**src/rtl/mem_access_sequencer_if.sv**
```systemverilog
// Bundle of MEM-stage pipeline, data-memory and loader signals around the
// memory access sequencer; slave is the sequencer's view, master the surroundings.
interface mem_access_sequencer_if #(
    parameter int DATA_W = 16,
    parameter int ADDR_W = 16
);
    logic [19:0]       instr_in;
    logic              instr_valid;
    logic [ADDR_W-1:0] addr_in;
    logic [DATA_W-1:0] wdata_in;
    logic [DATA_W-1:0] input_data;
    logic              stall_out;
    logic              mem_req;
    logic              mem_we;
    logic [ADDR_W-1:0] mem_addr;
    logic [DATA_W-1:0] mem_wdata;
    logic [DATA_W-1:0] mem_rdata;
    logic [DATA_W-1:0] load_data;
    logic              load_valid;
    logic              ld_req;
    logic [ADDR_W-1:0] ld_addr;
    logic [DATA_W-1:0] ld_wdata;
    logic              ld_gnt;

    modport master (
        output instr_in, instr_valid, addr_in, wdata_in, input_data,
               mem_rdata, ld_req, ld_addr, ld_wdata,
        input  stall_out, mem_req, mem_we, mem_addr, mem_wdata,
               load_data, load_valid, ld_gnt
    );

    modport slave (
        input  instr_in, instr_valid, addr_in, wdata_in, input_data,
               mem_rdata, ld_req, ld_addr, ld_wdata,
        output stall_out, mem_req, mem_we, mem_addr, mem_wdata,
               load_data, load_valid, ld_gnt
    );
endinterface

```
**src/rtl/mem_access_sequencer.sv**
```systemverilog
// MEM-stage sequencer: single-cycle writes, multi-cycle stalled reads, and a
// bounded-wait arbiter that hands idle memory cycles to the external loader.
module mem_access_sequencer #(
    parameter int          DATA_W     = 16,
    parameter int          ADDR_W     = 16,
    parameter int          MEM_LAT    = 2,
    parameter int          STARVE_MAX = 4,
    parameter logic [3:0]  OP_LOAD    = 4'b1011,
    parameter logic [3:0]  OP_STORE   = 4'b1100,
    parameter logic [3:0]  OP_COPYIN  = 4'b1111
) (
    input  logic                   clock,
    input  logic                   reset,
    mem_access_sequencer_if.slave  bus
);

    typedef enum logic {IDLE, READ_WAIT} state_t;

    state_t            state, state_nxt;
    logic [3:0]        lat_cnt, lat_nxt;
    logic [3:0]        wait_cnt, wait_nxt;

    logic [3:0]        opcode;
    logic              is_load, is_store, is_copyin, pipe_op, starved;

    logic              stall, req, we, valid, gnt;
    logic [ADDR_W-1:0] addr;
    logic [DATA_W-1:0] wdata, ldata;

    assign opcode    = bus.instr_in[19:16];
    assign is_load   = (opcode == OP_LOAD);
    assign is_store  = (opcode == OP_STORE);
    assign is_copyin = (opcode == OP_COPYIN);
    assign pipe_op   = bus.instr_valid && (is_load || is_store || is_copyin);
    assign starved   = (wait_cnt == 4'(STARVE_MAX));

    always_comb begin
        // NOTE: every output and next-state value gets a default here, so no
        // path through the case below can leave one unassigned and infer a latch.
        state_nxt = state;
        lat_nxt   = lat_cnt;
        stall     = 1'b0;
        req       = 1'b0;
        we        = 1'b0;
        valid     = 1'b0;
        gnt       = 1'b0;
        addr      = '0;
        wdata     = '0;
        ldata     = '0;

        // Outputs are forced low while reset is held, whatever the inputs do.
        if (!reset) begin
            unique case (state)
                IDLE: begin
                    if (bus.ld_req && (starved || !pipe_op)) begin
                        gnt   = 1'b1;
                        req   = 1'b1;
                        we    = 1'b1;
                        addr  = bus.ld_addr;
                        wdata = bus.ld_wdata;
                        stall = pipe_op;
                    end else if (pipe_op) begin
                        req  = 1'b1;
                        addr = bus.addr_in;
                        if (is_load) begin
                            stall     = 1'b1;
                            state_nxt = READ_WAIT;
                            lat_nxt   = 4'(MEM_LAT - 1);
                        end else begin
                            we    = 1'b1;
                            wdata = is_copyin ? bus.input_data : bus.wdata_in;
                        end
                    end
                end
                READ_WAIT: begin
                    if (lat_cnt != 4'd0) begin
                        stall   = 1'b1;
                        lat_nxt = lat_cnt - 4'd1;
                    end else begin
                        valid     = 1'b1;
                        ldata     = bus.mem_rdata;
                        state_nxt = IDLE;
                    end
                end
                default: state_nxt = IDLE;
            endcase
        end

        // Starvation counter saturates so the priority condition stays true until granted.
        if (!bus.ld_req || gnt)
            wait_nxt = 4'd0;
        else if (!starved)
            wait_nxt = wait_cnt + 4'd1;
        else
            wait_nxt = wait_cnt;
    end

    always_ff @(posedge clock or posedge reset) begin
        // NOTE: sequential state uses non-blocking assignments so every register
        // samples the pre-edge values regardless of statement order.
        if (reset) begin
            state    <= IDLE;
            lat_cnt  <= 4'd0;
            wait_cnt <= 4'd0;
        end else begin
            state    <= state_nxt;
            lat_cnt  <= lat_nxt;
            wait_cnt <= wait_nxt;
        end
    end

    assign bus.stall_out  = stall;
    assign bus.mem_req    = req;
    assign bus.mem_we     = we;
    assign bus.mem_addr   = addr;
    assign bus.mem_wdata  = wdata;
    assign bus.load_data  = ldata;
    assign bus.load_valid = valid;
    assign bus.ld_gnt     = gnt;

endmodule

```
**src/flat_wrapper.sv**
```systemverilog
// flat-port wrapper written by rule: the top's interface ports become plain ports
module mem_access_sequencer_flat 
#(
    parameter int          DATA_W     = 16,
    parameter int          ADDR_W     = 16,
    parameter int          MEM_LAT    = 2,
    parameter int          STARVE_MAX = 4,
    parameter logic [3:0]  OP_LOAD    = 4'b1011,
    parameter logic [3:0]  OP_STORE   = 4'b1100,
    parameter logic [3:0]  OP_COPYIN  = 4'b1111
)
  (clock, reset, bus_instr_in, bus_instr_valid, bus_addr_in, bus_wdata_in, bus_input_data, bus_mem_rdata, bus_ld_req, bus_ld_addr, bus_ld_wdata, bus_stall_out, bus_mem_req, bus_mem_we, bus_mem_addr, bus_mem_wdata, bus_load_data, bus_load_valid, bus_ld_gnt);
  mem_access_sequencer_if #(.DATA_W(DATA_W), .ADDR_W(ADDR_W)) bus_i ();
  input  logic clock;
  input  logic reset;
  input wire logic [$bits(bus_i.instr_in)-1:0] bus_instr_in;
  input wire logic [$bits(bus_i.instr_valid)-1:0] bus_instr_valid;
  input wire logic [$bits(bus_i.addr_in)-1:0] bus_addr_in;
  input wire logic [$bits(bus_i.wdata_in)-1:0] bus_wdata_in;
  input wire logic [$bits(bus_i.input_data)-1:0] bus_input_data;
  input wire logic [$bits(bus_i.mem_rdata)-1:0] bus_mem_rdata;
  input wire logic [$bits(bus_i.ld_req)-1:0] bus_ld_req;
  input wire logic [$bits(bus_i.ld_addr)-1:0] bus_ld_addr;
  input wire logic [$bits(bus_i.ld_wdata)-1:0] bus_ld_wdata;
  output wire logic [$bits(bus_i.stall_out)-1:0] bus_stall_out;
  output wire logic [$bits(bus_i.mem_req)-1:0] bus_mem_req;
  output wire logic [$bits(bus_i.mem_we)-1:0] bus_mem_we;
  output wire logic [$bits(bus_i.mem_addr)-1:0] bus_mem_addr;
  output wire logic [$bits(bus_i.mem_wdata)-1:0] bus_mem_wdata;
  output wire logic [$bits(bus_i.load_data)-1:0] bus_load_data;
  output wire logic [$bits(bus_i.load_valid)-1:0] bus_load_valid;
  output wire logic [$bits(bus_i.ld_gnt)-1:0] bus_ld_gnt;
  assign bus_i.instr_in = bus_instr_in;
  assign bus_i.instr_valid = bus_instr_valid;
  assign bus_i.addr_in = bus_addr_in;
  assign bus_i.wdata_in = bus_wdata_in;
  assign bus_i.input_data = bus_input_data;
  assign bus_i.mem_rdata = bus_mem_rdata;
  assign bus_i.ld_req = bus_ld_req;
  assign bus_i.ld_addr = bus_ld_addr;
  assign bus_i.ld_wdata = bus_ld_wdata;
  assign bus_stall_out = bus_i.stall_out;
  assign bus_mem_req = bus_i.mem_req;
  assign bus_mem_we = bus_i.mem_we;
  assign bus_mem_addr = bus_i.mem_addr;
  assign bus_mem_wdata = bus_i.mem_wdata;
  assign bus_load_data = bus_i.load_data;
  assign bus_load_valid = bus_i.load_valid;
  assign bus_ld_gnt = bus_i.ld_gnt;
  mem_access_sequencer #(.DATA_W(DATA_W), .ADDR_W(ADDR_W), .MEM_LAT(MEM_LAT), .STARVE_MAX(STARVE_MAX), .OP_LOAD(OP_LOAD), .OP_STORE(OP_STORE), .OP_COPYIN(OP_COPYIN)) u_core (.clock(clock), .reset(reset), .bus(bus_i));
endmodule
```
**config.mk**
```make
export PLATFORM = sky130hd
export DESIGN_NAME = mem_access_sequencer_flat
export DESIGN_NICKNAME = d
export VERILOG_FILES = /design/src/rtl/mem_access_sequencer_if.sv /design/src/rtl/mem_access_sequencer.sv /design/src/flat_wrapper.sv
export SDC_FILE = /design/constraint.sdc
export NUM_CORES = 1
export LEC_CHECK = 0
export ABC_CLOCK_PERIOD_IN_PS = 2200
export BUFFER_PORTS_ARGS = -buffer_cell sky130_fd_sc_hd__clkbuf_2
export CAP_MARGIN = 20
export CORE_MARGIN = 2
export CORE_UTILIZATION = 31
export CTS_CLUSTER_SIZE = 30
export DETAILED_ROUTE_END_ITERATION = 6
export PLACE_DENSITY_LB_ADDON = 0.08
export SYNTH_ARGS = -nofsm -noshare
export SYNTH_HDL_FRONTEND = slang
export SYNTH_SLANG_ARGS = --single-unit
```
**constraint.sdc**
```tcl
create_clock -name clock -period 2.2 [get_ports clock]
set_input_delay 0.33 -clock clock [delete_from_list [all_inputs] [get_ports clock]]
set_output_delay 0.33 -clock clock [all_outputs]
set_load 0.005 [all_outputs]
```
==> results of run 1 <==
==> registers in the layout, summed over array words and instances, names as in the netlist <==
signal,flops
u_core.lat_cnt,4
u_core.state,1
u_core.wait_cnt,4
==> layer usage <==
metal | share of wire [%] | vias up | track usage (%)
met5 | 0 | - | 0
met3 | 9.2 | 4 | 4.50
met4 | 0.70 | 0 | 2.81
met2 | 53 | 96 | 36.9
li1 | - | 958 | -
met1 | 37 | 857 | 20.0
==> worst max-delay path: cells and delay by family (launching register included) <==
kind / cells / cell delay, ns
AOI/OAI and AO/OA: 2 / 0.40
adders and majority gates: 1 / 0.14
buffers and inverters: 3 / 0.46
DFF: 1 / 0.40
and+or+nand+nor: 1 / 0.18
==> logic make-up (layout without fill, tap and decap cells) <==
group                      count (synthesis)  count (layout)  share of synthesized area (%)
and+or+nand+nor                           65              65                           31.1
adders and majority gates                  4               4                           4.00
xor gates and xnor gates                   2               2                           1.40
DFF                                        9               9                           18.0
buffers and inverters                     18             179                           6.59
AOI/OAI and AO/OA                         66              66                           39.0
==> area by class of cell <==
type	count	area, µm²
fill	377	1650
sequential	9	225
inverter	5	18.8
timing repair buffer	170	928
multi-input combinational	137	1010
clock buffer	4	45.0
tap	50	62.6
==> Yosys cell counts (all sizes together) <==
master   count
dfrtp        9
nor3         1
nand3        3
or3b         1
nand3b       1
o2bb2ai     17
nor2         6
and2         1
nor4         1
a211oi       1
or2          1
and3        35
nand2        7
and4b        1
o21ai        3
nor4bb       1
o211ai       1
a22o        18
xnor2        2
or4          1
ha           4
buf          5
a31oi        1
and3b        1
nor2b        1
inv          5
a21oi       23
o31ai        1
nand2b       3
o21a         1
clkbuf       8
==> power breakdown <==
part	internal, mW	switching, mW
sequential	0.224	0.0838
combinational	0.371	0.304
clock	0.127	0.0697
==> how the worst max path moves through the flow <==
| stage | start | end | slack [ns] | cells after the start |
|---|---|---|---|---|
| after CTS | u_core.wait_cnt[0] | bus_mem_addr[0] | -0.01 | 8 |
| after global placement | bus_instr_in[17] | bus_mem_wdata[3] | 0.02 | 6 |
| after global routing | u_core.wait_cnt[1] | bus_mem_wdata[9] | -0.01 | 7 |
| after detailed placement | bus_instr_in[17] | bus_mem_wdata[3] | 0.02 | 6 |
| final | u_core.wait_cnt[1] | bus_mem_wdata[9] | 0.06 | 7 |
| after floorplan | u_core.state | bus_mem_wdata[10] | 0.31 | 6 |
==> what timing repair did <==
item,in CTS,in global routing
endpoints found under the setup margin,33,50
resized for setup,4,7
setup buffers,1,5
gates cloned,0,1
pin swaps,0,2
endpoints found under the hold margin,0,0
==> results.py, run 1 <==
metrics = {
    "final_layout": {
        "final_area_mm2": 0.00229,
        "final_common_cell": "clkbuf_2",
        "layout_common_cells": "clkbuf_2 (156), and3_1 (34), a21oi_1 (21), a22o_1 (18), o2bb2ai_1 (17)",
        "antenna_cells": 0,
        "final_cells": 375,
        "fin_nets": 450,
        "drive_gt1_share_pct": 56.6,
        "syn_to_final_growth_pct": 82.9,
        "fin_util_pct": 58.1,
    },
    "synth": {
        "postSynthCellCount": 164,
        "syn_area_mm2": 0.00125,
        "synth_seq_cells": 9,
        "synth_area_leader_cell": "dfrtp_1",
        "synth_area_leaders": "dfrtp_1 (18%), and3_1 (17%), a22o_1 (13%)",
        "yosysUniqueCellTypes": 36,
        "synth_top_cell_area_share_pct": 18.0,
        "syn_area_per_cell_um2": 7.64,
        "synth_seq_area_share_pct": 18.0,
        "synth_nets": 288,
        "yosys_warnings": 0,
    },
    "place": {
        "hpwl_mm": 3.93,
        "dp_slack_ns": 0.0210,
        "dp_cells": 364,
        "post_dp_cell_area_mm2": 0.00212,
        "place.gp.congestion": 0.776,
        "portBuffers": 156,
    },
    "clocking": {
        "htree_levels": 1,
        "tritoncts": "built",
        "clockBufferDepth": 2,
        "ctsRootBufferMaster": "clkbuf_8",
        "clock-sinks": 9,
        "cts_made_buffers": 3,
        "clk_pin_slew_ns": 0.05,
        "clock_latency_ns": 0.23,
        "ctsHoldBuffers": 0,
    },
    "die": {
        "initial_utilization_pct": 31.8,
        "die_y_um": 67.6,
        "die_width_um": 67.6,
        "core-area_mm2": 0.00394,
        "io_pins": 173,
        "placement_rows": 23,
        "dieArea_mm2": 0.00456,
    },
    "global_route": {
        "grt_max_degree": 35,
        "grt_pass1_vias": 1523,
        "grt_use_total_pct": 18.7,
        "antenna_found_initial": 0,
        "grt_overflow": 0,
        "grt_pass1_wl_mm": 6.68,
    },
    "detailed_routing": {
        "vias": 1915,
        "dr.pass1.iters": 4,
        "postRouteWirelength_mm": 5.16,
        "drc": 0,
        "via_per_inst": 5.11,
        "drt_iter0_markers": 66,
        "routedWlPerCell_um": 13.8,
        "drt.antenna.violating_nets": 0,
    },
    "sta": {
        "finalCriticalPeriod_ns": 2.14,
        "max_freq_mhz": 466,
        "setup_viol": 0,
        "setup_tns_ns": 0,
        "hold_viol": 0,
        "slew_violations": 0,
        "skew_ns": 0.00397,
        "relSlewSlack_pct": 65.2,
        "min_period_over_period_pct": 97.5,
        "worst_slack_ns": 0.0560,
        "worst_slew_pin_slew_ns": 0.517,
        "worst_hold_slack_ns": 0.124,
    },
    "setup_path": {
        "cp_cell_sequence": "inv_1 > ha_4 > nand3b_1 > a21oi_4 > clkbuf_16 > o2bb2ai_1 > clkbuf_2",
        "critPathArrivalTime_ns": 1.81,
        "crit_fanout": 17,
        "r2r-start": "u_core.wait_cnt[1]",
        "end_kind": "output pin",
        "r2r_slack_ns": 0.39,
        "critical_path.startpoint_type": "flip-flop",
        "r2r_end": "u_core.lat_cnt[2]",
        "crit_type": "reg2out",
        "slowest_delay_ns": 0.40,
        "crit_slowest_cell": "dfrtp_1",
        "required_ns": 1.87,
        "reg2reg_depth": 6,
    },
    "run_status": {
        "status": "finished, final reports clean",
    },
    "power_and_ir_drop": {
        "leakage_nw": 1.36,
        "power_density_mw_per_mm2": 515,
        "ir_worst_vdd_v": 0.000415,
        "power_mw": 1.18,
    },
    "job": {
        "maxCapViolations": 0,
    },
    "hold_path": {
        "hp-class": "in2async",
    },
}
No activity file was read; power rests on OpenSTA's default activity.
==> inputs of run 2 (changes only) <==
--- a/config.mk
+++ b/config.mk
@@ -12,7 +12,7 @@
 export CORE_UTILIZATION = 31
 export CTS_CLUSTER_SIZE = 30
 export DETAILED_ROUTE_END_ITERATION = 6
-export PLACE_DENSITY_LB_ADDON = 0.08
+export PLACE_DENSITY = 0.81
 export SYNTH_ARGS = -nofsm -noshare
 export SYNTH_HDL_FRONTEND = slang
 export SYNTH_SLANG_ARGS = --single-unit
==> results.py, run 2 (same netlist as run 1, synthesis figures left out) <==
metrics = {
    "job": {
        "maxCapViolations": 0,
    },
    "detailed_routing": {
        "drt_iter0_markers": 109,
        "drc": 0,
        "drt.antenna.violating_nets": 0,
        "via_per_inst": 5.14,
        "routedWlPerCell_um": 13.5,
        "postRouteWirelength_mm": 5.04,
        "vias": 1918,
        "dr.pass1.iters": 4,
    },
    "place": {
        "hpwl_mm": 4.04,
        "portBuffers": 156,
        "dp_slack_ns": 0.0187,
        "place.gp.congestion": 0.773,
    },
    "setup_path": {
        "crit_type": "reg2out",
        "critPathArrivalTime_ns": 1.78,
        "slowest_delay_ns": 0.40,
        "critical_path.startpoint_type": "flip-flop",
        "crit_fanout": 16,
        "cp_cell_sequence": "inv_2 > ha_4 > and3b_2 > nand2_4 > and3_4 > buf_12 > a22o_1 > clkbuf_2",
        "path_delay_family": "simple AND/OR/NAND/NOR gates",
        "end_kind": "output pin",
        "required_ns": 1.87,
        "worst-path-buf-inv": 3,
        "crit_slowest_cell": "dfrtp_1",
    },
    "final_layout": {
        "layout_common_cells": "clkbuf_2 (156), and3_1 (34), a21oi_1 (21), a22o_1 (18), o2bb2ai_1 (17)",
        "drive_gt1_share_pct": 56.3,
        "syn_to_final_growth_pct": 79.1,
        "antenna_cells": 0,
        "top_regs": "u_core.lat_cnt x4, u_core.wait_cnt x4, u_core.state x1",
        "fin_nets": 448,
        "num-fill-cells": 373,
        "final_common_cell": "clkbuf_2",
    },
    "global_route": {
        "antenna_found_initial": 0,
        "grt_pass1_vias": 1619,
        "grt_overflow": 0,
        "grt_max_degree": 20,
        "grt_use_total_pct": 20.4,
        "grt_pass1_wl_mm": 7.13,
    },
    "die": {
        "io_pins": 173,
        "core-area_mm2": 0.00394,
        "die_width_um": 67.6,
        "initial_utilization_pct": 31.8,
        "placement_rows": 23,
        "die_y_um": 67.6,
        "dieArea_mm2": 0.00456,
    },
    "clocking": {
        "ctsHoldBuffers": 0,
        "clk_pin_slew_ns": 0.05,
        "htree_levels": 1,
        "ctsRootBufferMaster": "clkbuf_8",
        "clock_latency_ns": 0.24,
        "cts_made_buffers": 3,
        "clock-sinks": 9,
        "clockBufferDepth": 2,
        "tritoncts": "built",
    },
    "sta": {
        "hold_viol": 0,
        "worst_slack_ns": 0.0936,
        "min_period_over_period_pct": 95.7,
        "skew_ns": 0.000292,
        "worst_slew_pin_slew_ns": 0.518,
        "rsz0062_at_grt": "no",
        "setup_viol": 0,
        "relSlewSlack_pct": 65.1,
        "finalCriticalPeriod_ns": 2.11,
        "setup_tns_ns": 0,
        "slew_violations": 0,
        "max_freq_mhz": 475,
    },
    "power_and_ir_drop": {
        "power_density_mw_per_mm2": 505,
        "p_clk_share_pct": 17.4,
        "p_comb_share_pct": 56.7,
        "p_switching_mw": 0.439,
        "ir_worst_vdd_v": 0.000318,
        "switching_share_pct": 38.7,
        "sequentialPowerShare_pct": 25.9,
        "p_int_mw": 0.695,
        "leakage_nw": 1.34,
    },
    "run_status": {
        "status": "finished, final reports clean",
    },
    "hold_path": {
        "hp-class": "in2async",
    },
}
-- run 2: changes by cell type in the layout (fill, tap and decap cells not counted), sizes merged --
cell	previous run	this run
buf	13	12
clkbuf	161	160
-- run 2: stage by stage --
| stage | instances | instance area [µm²] | utilization (%) | power, mW | hold WS [ns] |
|---|---|---|---|---|---|
| 3_3_place_gp | 367 | 2130 | 54.1 | 0.871 | 0.340 |
| 5_1_grt | 373 | 2240 | 56.9 | 1.23 | 0.127 |
| 4_1_cts | 371 | 2210 | 56.0 | 1.11 | 0.111 |
| 2_1_floorplan | 164 | 1250 | - | 0.624 | 0.442 |
| 3_5_place_dp | 367 | 2130 | 54.1 | 0.896 | 0.360 |
| 6_report | 373 | 2240 | 56.9 | 1.13 | 0.114 |
-- run 2: area by class of cell --
cell class | count | area, µm² | share of cell area (%)
multi-input cells | 137 | 992 | 44.2
clock buffers | 4 | 45.0 | 2.01
well taps | 50 | 62.6 | 2.79
flip-flops and latches | 9 | 225 | 10.0
inverters | 5 | 18.8 | 0.837
repair buffers | 168 | 900 | 40.1
-- run 2: power by group through the flow --
stage / registers (mW) / logic, mW / clock network (mW)
2_1_floorplan: 0.265 / 0.359 / 0
3_3_place_gp: 0.292 / 0.579 / 0
3_5_place_dp: 0.296 / 0.600 / 0
4_1_cts: 0.294 / 0.617 / 0.204
5_1_grt: 0.305 / 0.714 / 0.211
6_report: 0.294 / 0.643 / 0.197
-- run 2: what timing repair did --
action / in CTS / in global routing
endpoints found under the setup margin: 34 / 34
gates resized for setup: 7 / 5
setup buffers: 0 / 2
pin swaps: 0 / 1
-- run 2: worst register-to-register path: stages (launching register included) --
cell and delay [ns]:
dfrtp_1 0.37, inv_2 0.07, ha_4 0.16, and4b_1 0.23
nor4_2 0.34, o21ai_0 0.26, a22o_1 0.29
-- run 2: layer usage --
metal / global-route usage [%] / vias to the layer above / routed length (µm)
met2: 38.1 / 88 / 2750
met3: 4.33 / 4 / 345
met5: 0 / - / 0
met1: 23.3 / 872 / 1920
li1: - / 954 / -
met4: 4.85 / 0 / 33
-- run 2: final timing paths --
path / from / endpoint / slack, ns / depth (start not counted)
worst min-delay path: reset / u_core.lat_cnt[1] / 0.11 / 3
worst min register to register: u_core.wait_cnt[1] / u_core.wait_cnt[1] / 0.55 / 2
min in group clock: reset / u_core.lat_cnt[1] / 0.45 / 4
worst max register to register: u_core.wait_cnt[0] / u_core.lat_cnt[3] / 0.36 / 6
worst max-delay path: u_core.wait_cnt[0] / bus_mem_addr[2] / 0.09 / 8
max in group asynchronous: reset / u_core.wait_cnt[1] / 1.92 / 3
